File: config.mk
export PLATFORM = sky130hd
export DESIGN_NAME = traffic_input_conditioner
export DESIGN_NICKNAME = d
export VERILOG_FILES = /design/src/rtl/traffic_pkg.sv /design/src/rtl/debounce_cell.sv /design/src/rtl/traffic_input_conditioner.sv
export SDC_FILE = /design/constraint.sdc
export NUM_CORES = 1
export LEC_CHECK = 0
export ABC_AREA = 1
export ABC_CLOCK_PERIOD_IN_PS = 1700
export CORE_MARGIN = 4
export CORE_UTILIZATION = 25
export DETAILED_ROUTE_END_ITERATION = 7
export PLACE_DENSITY = 0.45
export SLEW_MARGIN = 20
export SYNTH_ARGS = -nofsm -noshare
export SYNTH_HDL_FRONTEND = slang
export SYNTH_HIERARCHICAL = 1
export SYNTH_SLANG_ARGS = --single-unit
File: constraint.sdc
create_clock -name clk -period 1.7 [get_ports clk]
set_input_delay 0.17 -clock clk [delete_from_list [all_inputs] [get_ports clk]]
set_output_delay 0.17 -clock clk [all_outputs]
set_load 0.01 [all_outputs]
File: src/rtl/traffic_pkg.sv
// Shared types and helpers for the traffic light controller input front-end.
// Field geometry, commit FSM states and the zero-field clamp.
package traffic_pkg;

    localparam int FIELD_W    = 4;
    localparam int NUM_FIELDS = 3;
    localparam int CFG_W      = FIELD_W * NUM_FIELDS;
    localparam logic [FIELD_W-1:0] MIN_FIELD = 4'd1;

    typedef enum logic [1:0] {
        IDLE,
        SETTLE,
        COMMIT
    } commit_state_e;

    // A zero field would stall the controller, so it is raised to the minimum.
    function automatic logic [CFG_W-1:0] clamp_cfg(input logic [CFG_W-1:0] raw);
        logic [CFG_W-1:0] res;
        res = raw;
        for (int f = 0; f < NUM_FIELDS; f++) begin
            if (raw[f*FIELD_W +: FIELD_W] == '0) begin
                res[f*FIELD_W +: FIELD_W] = MIN_FIELD;
            end
        end
        return res;
    endfunction

endpackage

File: src/rtl/debounce_cell.sv
// Two-flop synchroniser followed by a counting debouncer for one board input.
// The stable value flips only after DEBOUNCE_CYCLES consecutive differing samples.
module debounce_cell #(
    parameter int   DEBOUNCE_CYCLES = 16,
    parameter logic RST_VAL         = 1'b0
) (
    input  logic clk_i,
    input  logic rst_ni,
    input  logic raw_i,
    output logic stable_o
);

    localparam int CW = (DEBOUNCE_CYCLES > 2) ? $clog2(DEBOUNCE_CYCLES) : 1;
    localparam logic [CW-1:0] CNT_MAX = CW'(DEBOUNCE_CYCLES - 1);

    logic          sync1_q, sync2_q;
    logic          stable_q, stable_d;
    logic [CW-1:0] cnt_q, cnt_d;

    always_ff @(posedge clk_i or negedge rst_ni) begin
        if (!rst_ni) begin
            sync1_q  <= RST_VAL;
            sync2_q  <= RST_VAL;
            stable_q <= RST_VAL;
            cnt_q    <= '0;
        end else begin
            sync1_q  <= raw_i;
            sync2_q  <= sync1_q;
            stable_q <= stable_d;
            cnt_q    <= cnt_d;
        end
    end

    // Any return to the stable value restarts the count, discarding short bounces.
    always_comb begin
        stable_d = stable_q;
        cnt_d    = '0;
        if (sync2_q != stable_q) begin
            if (cnt_q == CNT_MAX) begin
                stable_d = sync2_q;
            end else begin
                cnt_d = cnt_q + 1'b1;
            end
        end
    end

    assign stable_o = stable_q;

endmodule

File: src/rtl/traffic_input_conditioner.sv
// Debounces the board switches/button and commits clamped switch config after it settles.
// Optional CFG_LOCK_EN: while the mode switch is on, config commits are held off.
module traffic_input_conditioner
    import traffic_pkg::*;
#(
    parameter int               DEBOUNCE_CYCLES = 16,
    parameter int               SETTLE_CYCLES   = 8,
    parameter logic [CFG_W-1:0] RESET_CFG       = 12'hFF2
) (
    input  logic             clk,
    input  logic             rst,
    input  logic [CFG_W-1:0] sw_raw,
    input  logic             sw_mode_raw,
    input  logic             btn_ctrl_raw,
    output logic [CFG_W-1:0] sw_led,
    output logic             controll_led,
    output logic             sw_mode,
    output logic             cfg_update
);

    localparam int NUM_IN = CFG_W + 2;
    localparam logic [NUM_IN-1:0] RST_VALS = {2'b00, RESET_CFG};
    localparam int SCW = (SETTLE_CYCLES > 2) ? $clog2(SETTLE_CYCLES) : 1;
    localparam logic [SCW-1:0] SCNT_MAX = SCW'(SETTLE_CYCLES - 1);

    logic [NUM_IN-1:0] raw_all, stable_all;
    logic [CFG_W-1:0]  cfg_next;
    logic              mode_stable, btn_stable;

    assign raw_all = {btn_ctrl_raw, sw_mode_raw, sw_raw};

    for (genvar i = 0; i < NUM_IN; i++) begin : g_cell
        debounce_cell #(
            .DEBOUNCE_CYCLES(DEBOUNCE_CYCLES),
            .RST_VAL        (RST_VALS[i])
        ) u_cell (
            .clk_i   (clk),
            .rst_ni  (rst),
            .raw_i   (raw_all[i]),
            .stable_o(stable_all[i])
        );
    end

    assign cfg_next    = clamp_cfg(stable_all[CFG_W-1:0]);
    assign mode_stable = stable_all[CFG_W];
    assign btn_stable  = stable_all[CFG_W+1];

    commit_state_e    state_q, state_d;
    logic [SCW-1:0]   cnt_q, cnt_d;
    logic [CFG_W-1:0] cfg_prev_q, sw_led_q;
    logic             cfg_update_q, commit_en;
    logic             btn_prev_q, ctrl_led_q, ctrl_led_d;

    always_ff @(posedge clk or negedge rst) begin
        if (!rst) begin
            state_q    <= IDLE;
            cnt_q      <= '0;
            cfg_prev_q <= clamp_cfg(RESET_CFG);
        end else begin
            state_q    <= state_d;
            cnt_q      <= cnt_d;
            cfg_prev_q <= cfg_next;
        end
    end

    always_comb begin
        state_d = state_q;
        cnt_d   = cnt_q;
        case (state_q)
            IDLE: begin
                if (cfg_next != sw_led_q) begin
                    state_d = SETTLE;
                    cnt_d   = '0;
                end
            end
            SETTLE: begin
                if (cfg_next == sw_led_q) begin
                    state_d = IDLE;
                end else if (cfg_next != cfg_prev_q) begin
                    cnt_d = '0;
                end else if (cnt_q == SCNT_MAX) begin
                    state_d = COMMIT;
                end else begin
                    cnt_d = cnt_q + 1'b1;
                end
            end
            default: state_d = IDLE;
        endcase
`ifdef CFG_LOCK_EN
        if (mode_stable) begin
            state_d = IDLE;
        end
`endif
    end

    always_comb begin
        commit_en = (state_q == COMMIT);
    end

    assign ctrl_led_d = ctrl_led_q ^ (btn_stable & ~btn_prev_q);

    always_ff @(posedge clk or negedge rst) begin
        if (!rst) begin
            sw_led_q     <= RESET_CFG;
            cfg_update_q <= 1'b0;
            btn_prev_q   <= 1'b0;
            ctrl_led_q   <= 1'b0;
        end else begin
            if (commit_en) begin
                sw_led_q <= cfg_next;
            end
            cfg_update_q <= commit_en;
            btn_prev_q   <= btn_stable;
            ctrl_led_q   <= ctrl_led_d;
        end
    end

    assign sw_led       = sw_led_q;
    assign cfg_update   = cfg_update_q;
    assign controll_led = ctrl_led_q;
    assign sw_mode      = mode_stable;

endmodule

==> results.py, run 1 <==
metrics = {
    "run_status": {
        "status": "completed",
    },
    "pwr": {
        "sw_frac_of_total": 0.222,
        "leakagePower_nw": 3.34,
        "p_per_area_nw_per_um2": 1100,
        "ir_worst_vdd_mv": 0.544,
        "power.internal_mw": 6.04,
        "p_comb_frac": 0.056,
        "pwr-share-seq": 0.436,
        "switching_power_mw": 1.72,
        "p_clk_frac": 0.508,
    },
    "final_layout": {
        "synthToLayoutAreaGrowth_pct": 24.9,
        "seqCellArea_um2": 3310,
        "n_antenna_cell": 0,
        "drive_gt1_frac": 0.175,
        "finalNetCount": 709,
        "multi_input_comb_area_um2": 1940,
        "n_fill_cell": 2278,
        "fin_area_um2": 7040,
    },
    "sta": {
        "relSlewSlack": 0.737,
        "setup-tns-final_ns": 0,
        "drv_slew": 0,
        "finalHoldViolCount": 0,
        "rsz0062_at_grt": "true",
        "fin_hold_ws_ns": 0.157,
        "final.min_clock_period_ns": 1.60,
        "min_period_over_period": 0.941,
        "worst_slew_pin_slew_ns": 0.395,
        "setup_viol": 0,
        "fmax_mhz": 625,
        "finClkSkew_ns": 0.0107,
    },
    "synth": {
        "synth_area_per_cell_um2": 9.04,
        "ys_warn_count": 6,
        "synth_top_cell_area_share": 0.377,
        "synth_seq_cells": 130,
        "netlist_area_um2": 5640,
        "syn_nets": 656,
        "yosys-top-cells-area": "dfrtp_1, dfstp_2, nand2_1, inv_1, nor2_1",
        "synth_top_area_cell": "dfrtp_1",
        "netlist_instances": 624,
        "synth_common_cells": "nand2_1, inv_1, dfrtp_1",
        "synth-seq-area-share": 0.587,
        "ys.flop_type": "dfrtp_1",
        "synth_most_common_cell": "nand2_1",
        "synth-edff-count": 0,
        "async_flop_share": 1.00,
        "synth_cell_types": 25,
    },
    "clock_network": {
        "clock-sinks": 130,
        "htreeDepth": 4,
        "cts_root_buffer": "clkbuf_16",
        "tritoncts": "done",
        "clock_latency_ns": 0.41,
        "cts_max_path_buffers": 2,
        "cts_buffers": 17,
        "cts.clk_slew.worst_paths_ns": 0.06,
    },
    "placement": {
        "io_buffers": 30,
        "place_hpwl_mm": 7.62,
        "gp_congestion": 0.802,
        "dpl_cell_area_um2": 6360,
    },
    "global_routing": {
        "grt_pass1_vias": 3904,
        "antenna_found_initial": 0,
        "overflow": 0,
        "grt_max_degree": 42,
        "track_usage": 0.0951,
        "grt_pass1_wl_mm": 18.6,
    },
    "run": {
        "max-cap-violations": 0,
    },
    "hold_path": {
        "whs_endpoint": "g_cell[10].u_cell/sync1_q",
        "holdPathStages": 1,
        "hp-start": "sw_raw[10]",
        "hp-class": "input port to flip-flop",
    },
    "critical_path": {
        "r2r_cells": 9,
        "cp_num_buf_inv": 1,
        "cp_top_family": "simple AND/OR/NAND/NOR gates",
        "crit_fanout": 7,
        "rrSetupSlack_ns": 0.10,
        "r2r_end": "cnt_q[0]",
        "critical-path-slowest-cell": "dfstp_2",
        "cp-end-kind": "flip-flop",
        "cp_data_arrival_time_ns": 1.90,
        "r2r_start": "g_cell[1].u_cell/stable_o",
        "timing.critical_path.mode_cell": "nand2_1",
        "cp_slowest_stage_delay_ns": 0.58,
        "crit_type": "flip-flop to flip-flop",
        "crit_chain": "buf_4 -> xnor2_1 -> nand3_1 -> nor2_1 -> nand3_2 -> nand2_2 -> nor2_2 -> nand2_1 -> nand2_1",
        "required_ns": 2.00,
        "critPathLaunchType": "flip-flop",
    },
    "floorplan": {
        "ioPinCount": 31,
        "fp.dieW_um": 158,
        "die_area_um2": 25000,
        "die_height_um": 158,
        "rows": 54,
        "core_area_um2": 22000,
        "start_util": 0.256,
    },
    "detailed_routing": {
        "wirelength_mm": 10.5,
        "drc_errors": 0,
        "avgRoutedWirePerCell_um": 10.8,
        "ant_nets": 0,
        "first_pass_iters": 4,
        "vias": 3875,
        "drt-initial-drc-count": 203,
        "vias_per_cell": 3.99,
    },
}
## routing by layer
layer / vias up / part of all wire / global-route usage
met3: 8 / 0.029 / 0.0323
met2: 33 / 0.47 / 0.146
met4: 0 / 0.011 / 0.0382
met1: 1791 / 0.50 / 0.124
li1: 2043 / - / -
met5: - / 0 / 0
## how the worst max path moves through the flow
| stage | cells past startpoint | slack [ns] | end | from |
|---|---|---|---|---|
| 2_1_floorplan | 11 | 0.24 | cnt_q[0] | g_cell[6].u_cell/stable_o |
| 4_1_cts | 1 | 0.004 | sw_led[4] | sw_led[4] |
| 3_3_place_gp | 11 | 0.1 | cnt_q[0] | sw_led[10] |
| 3_5_place_dp | 11 | 0.09 | cnt_q[0] | g_cell[1].u_cell/stable_o |
| 5_1_grt | 10 | -0.02 | cnt_q[0] | g_cell[1].u_cell/stable_o |
| 6_report | 9 | 0.10 | cnt_q[0] | g_cell[1].u_cell/stable_o |
## cells by family after synthesis
| group | synth area share |
|---|---|
| xor+xnor | 0.0295 |
| simple gates | 0.247 |
| buf+inv | 0.0719 |
| fa+ha+maj | 0.0355 |
| compound gates | 0.0286 |
| flops | 0.587 |
## cell usage in the layout (no fill, tap or decap), types with 2 or more instances in the layout
cell and n:
bufinv_16 4, a21oi_1 2, clkinvlp_4 2, dlygate4sd2_1 8, o21ai_1 15, nor2_2 6
buf_4 12, nor2_1 74, nand3_1 52, nand3_2 4, clkinv_4 3, dfrtp_1 85
inv_1 88, ha_1 16, nand2_1 153, dfstp_2 45, inv_2 7, xnor2_1 19
clkbuf_16 17, buf_12 2, o21ai_0 14, clkbuf_8 3, clkdlybuf4s50_1 20, nand2_2 9
nand4_1 17
## flip-flops by register name, indices dropped and copies added, names as in the netlist, 2 cells and up
name and count:
cnt_q 3, cfg_prev_q 12, g_cell.u_cell/stable_o 14, g_cell.u_cell/sync1_q 14, state_q 2, g_cell.u_cell/cnt_q 56
sw_led 12, g_cell.u_cell/sync2_q 14
## final cells by class
class / instances / area share
sequential: 130 / 0.470
multi-input combinational: 388 / 0.276
clock buffer: 21 / 0.0668
timing repair buffer: 45 / 0.0617
inverter: 95 / 0.0507
tap: 280 / 0.0498
clock inverter: 11 / 0.0249
## power by group through the flow
| stage | clock network (mW) | registers [mW] | logic (mW) |
|---|---|---|---|
| floorplan | 0 | 3.41 | 0.272 |
| detailed placement | 0 | 3.44 | 0.442 |
| finish | 3.94 | 3.39 | 0.435 |
| global placement | 0 | 3.44 | 0.446 |
| global route | 4.24 | 3.41 | 0.532 |
| CTS | 4.08 | 3.39 | 0.448 |
## per-stage QoR
stage | total power [mW] | setup slack (ns) | util | cells
floorplan | 3.68 | 0.243 | - | 624
global placement | 3.88 | 0.0998 | 0.289 | 936
detailed placement | 3.88 | 0.0944 | 0.289 | 936
CTS | 7.92 | 0.00402 | 0.318 | 969
global route | 8.18 | -0.0196 | 0.320 | 970
finish | 7.76 | 0.101 | 0.320 | 970
## repair_timing
item / in CTS / in global routing
resized for setup: 8 / 8
endpoints found under the setup margin: 8 / 4
hold endpoints to repair: 39 / 0
hold buffers: 1 / 0
setup buffers: 0 / 1
Power figures use the tool's default switching activity.
==> run 2: changes to the inputs <==
--- a/config.mk
+++ b/config.mk
@@ -5,11 +5,11 @@
 export SDC_FILE = /design/constraint.sdc
 export NUM_CORES = 1
 export LEC_CHECK = 0
-export ABC_AREA = 1
 export ABC_CLOCK_PERIOD_IN_PS = 1700
 export CORE_MARGIN = 4
 export CORE_UTILIZATION = 25
 export DETAILED_ROUTE_END_ITERATION = 7
+export HOLD_SLACK_MARGIN = 0.15
 export PLACE_DENSITY = 0.45
 export SLEW_MARGIN = 20
 export SYNTH_ARGS = -nofsm -noshare
==> run 2 against run 1 <==
The run now ends with negative setup slack left. Combinational power is 13% higher. Total power is 1.7% higher. Clock skew is 0.0047 ns lower. Utilization is 1.6 points higher. Via count is 22% lower. Final cell count is 25% lower. Sequential power hardly changed. Flip-flop and latch count stayed put. Wire length is 7.4% lower. First-iteration DRC count is 35% lower. Area after synthesis is 6.3% lower. Final area is 2.2% lower. Critical endpoint unchanged.
==> results.py, run 2 <==
metrics = {
    "detailed_routing": {
        "route.met3.wl_um": 365,
        "first_pass_iters": 4,
        "top_layer_used": "met4",
        "wl_met2_mm": 4.62,
        "vias": 3041,
        "drt-initial-drc-count": 131,
        "drt-met1-wl_mm": 4.50,
        "avgRoutedWirePerCell_um": 13.3,
        "ant_nets": 0,
        "vias_per_cell": 4.18,
        "drc_errors": 0,
        "wirelength_mm": 9.70,
    },
    "clock_network": {
        "clock_latency_ns": 0.42,
        "clock-sinks": 130,
        "htreeDepth": 4,
        "cts_max_path_buffers": 2,
        "cts_root_buffer": "clkbuf_16",
        "cts.clk_slew.worst_paths_ns": 0.06,
        "cts_buffers": 17,
        "tritoncts": "done",
    },
    "critical_path": {
        "cp.depth": 6,
        "crit_fanout": 5,
        "crit_chain": "xor2_1 -> nor4_2 -> nand4_1 -> or4_4 -> nor3_4 -> mux2_4",
        "r2r_cells": 6,
        "cp-end-kind": "flip-flop",
        "cp_slowest_stage_delay_ns": 0.58,
        "cp_num_buf_inv": 0,
        "cp_top_family": "simple AND/OR/NAND/NOR gates",
        "required_ns": 2.06,
        "critPathLaunchType": "flip-flop",
        "cp_data_arrival_time_ns": 2.29,
        "crit_type": "flip-flop to flip-flop",
        "critical-path-slowest-cell": "dfstp_2",
    },
    "global_routing": {
        "overflow": 0,
        "grt_max_degree": 62,
        "grt_pass1_vias": 3307,
        "antenna_found_initial": 0,
        "track_usage": 0.0902,
        "grt_pass1_wl_mm": 16.8,
    },
    "synth": {
        "ys_warn_count": 6,
        "ys.flop_type": "dfrtp_1",
        "synth_area_per_cell_um2": 14.5,
        "syn_nets": 397,
        "synth-edff-count": 0,
        "synth_top_cell_area_share": 0.403,
        "synth_top_family_by_area": "simple AND/OR/NAND/NOR gates",
        "netlist_area_um2": 5280,
        "synthXorXnorAreaFrac": 0.0879,
        "synth_compound_area_frac": 0.0713,
        "synth_top_area_cell": "dfrtp_1",
        "synth_common_cells": "dfrtp_1, dfstp_2, xnor2_1",
        "synthAdderAreaFrac": 0.0379,
        "netlist_instances": 365,
        "synth_seq_cells": 130,
        "yosys-top-cells-area": "dfrtp_1, dfstp_2, xnor2_1, mux2_4, ha_1",
        "synth-seq-area-share": 0.627,
        "synth_mux_area_frac": 0.0611,
        "synth_most_common_cell": "dfrtp_1",
        "yosys.area_share.simple": 0.103,
        "async_flop_share": 1.00,
        "synth_cell_types": 33,
    },
    "sta": {
        "finalHoldViolCount": 0,
        "setup_viol": 5,
        "rsz0062_at_grt": "true",
        "relSlewSlack": 0.740,
        "worst_slew_pin_slew_ns": 0.387,
        "fin_hold_ws_ns": 0.172,
        "drv_slew": 0,
        "fin_ws_ns": -0.232,
        "finClkSkew_ns": 0.00599,
        "min_period_over_period": 1.14,
        "fmax_mhz": 518,
        "final.min_clock_period_ns": 1.93,
    },
    "final_layout": {
        "n_fill_cell": 2019,
        "n_antenna_cell": 0,
        "layout_common_cells": "dfrtp_1, dfstp_2, xnor2_1",
        "drive_gt1_frac": 0.352,
        "largest_reg_flops": 56,
        "final_common_cell": "dfrtp_1",
        "finalNetCount": 477,
        "synthToLayoutAreaGrowth_pct": 30.4,
        "top_register": "g_cell.u_cell/cnt_q",
    },
    "run": {
        "max-cap-violations": 0,
    },
    "hold_path": {
        "hp-class": "input port to flip-flop",
        "holdPathStages": 1,
    },
    "placement": {
        "io_buffers": 30,
        "gp_congestion": 0.730,
        "place_hpwl_mm": 6.59,
    },
    "run_status": {
        "status": "finished, violations left",
        "violations": "negative setup slack",
    },
    "floorplan": {
        "die_area_um2": 23500,
        "start_util": 0.258,
        "fp.dieW_um": 153,
        "ioPinCount": 31,
        "rows": 52,
        "core_area_um2": 20500,
        "die_height_um": 153,
    },
    "pwr": {
        "leakagePower_nw": 3.09,
        "ir_worst_vdd_mv": 0.682,
        "finalPower_mw": 7.89,
        "p_per_area_nw_per_um2": 1150,
    },
}
run 2: changes by cell type after synthesis, moves of 15 or more:
cell / before / now
inv_1: 89 / 6
nand4_1: 17 / 2
xnor2_1: 19 / 40
nand2_1: 156 / 3
nor2_1: 76 / 14
o21ai_1: 15 / 0
nand3_1: 52 / 1
run 2: routing by layer:
layer | GRT usage | up-vias
met5 | 0 | -
li1 | - | 1445
met3 | 0.0322 | 18
met1 | 0.113 | 1538
met2 | 0.138 | 40
met4 | 0.0446 | 0
run 2: final cells by class:
type	count	area [um^2]	share of cell area
well taps	270	338	0.0491
clock buffers	22	464	0.0674
flip-flops and latches	130	3310	0.481
repair buffers	72	648	0.0941
multi-input cells	218	1920	0.279
clock inverters	10	180	0.0262
inverters	6	22.5	0.00327
run 2: power by group:
part	total (mW)	internal [mW]	switching, mW
clock network	3.99	2.67	1.32
registers	3.40	3.27	0.132
logic	0.492	0.251	0.240
total	7.89	6.20	1.69
run 2: kinds of logic (layout without fill, tap and decap cells):
| family | count (synthesis) | count (layout) |
|---|---|---|
| adders and majority gates | 16 | 16 |
| DFF | 130 | 130 |
| and+or+nand+nor | 76 | 76 |
| buffers and inverters | 17 | 110 |
| muxes | 24 | 24 |
| xor gates and xnor gates | 53 | 53 |
| AOI/OAI and AO/OA | 49 | 49 |
run 2: path summary, 6_finish.rpt:
kind / start / endpoint / slack, ns
min: sw_raw[7] / g_cell[7].u_cell/sync1_q / 0.17
max reg2reg: g_cell[1].u_cell/stable_o / cnt_q[0] / -0.23
min in group asynchronous: rst / g_cell[0].u_cell/sync1_q / 0.21
max: g_cell[1].u_cell/stable_o / cnt_q[0] / -0.23
min reg2reg: g_cell[3].u_cell/sync1_q / g_cell[3].u_cell/sync2_q / 0.35
max in group asynchronous: rst / g_cell[7].u_cell/sync2_q / 0.80
run 2: per-stage QoR:
step                utilization  cell area [um^2]  worst slack, ns  std cells  setup TNS, ns
floorplan                     -              5280           -0.137        365         -0.498
global placement          0.299              6140           -0.220        685         -0.888
detailed placement        0.299              6140           -0.227        685         -0.878
CTS                       0.335              6860           -0.234        725          -1.05
global route              0.336              6890           -0.362        728          -1.59
finish                    0.336              6890           -0.232        728          -1.01
run 2: what timing repair did:
| item | CTS | global route |
|---|---|---|
| pin swaps | 0 | 1 |
| endpoints found under the hold margin | 111 | 0 |
| endpoints found under the setup margin | 14 | 5 |
| hold buffers | 7 | 0 |
| buffers inserted | 1 | 3 |
| resized for setup | 11 | 2 |
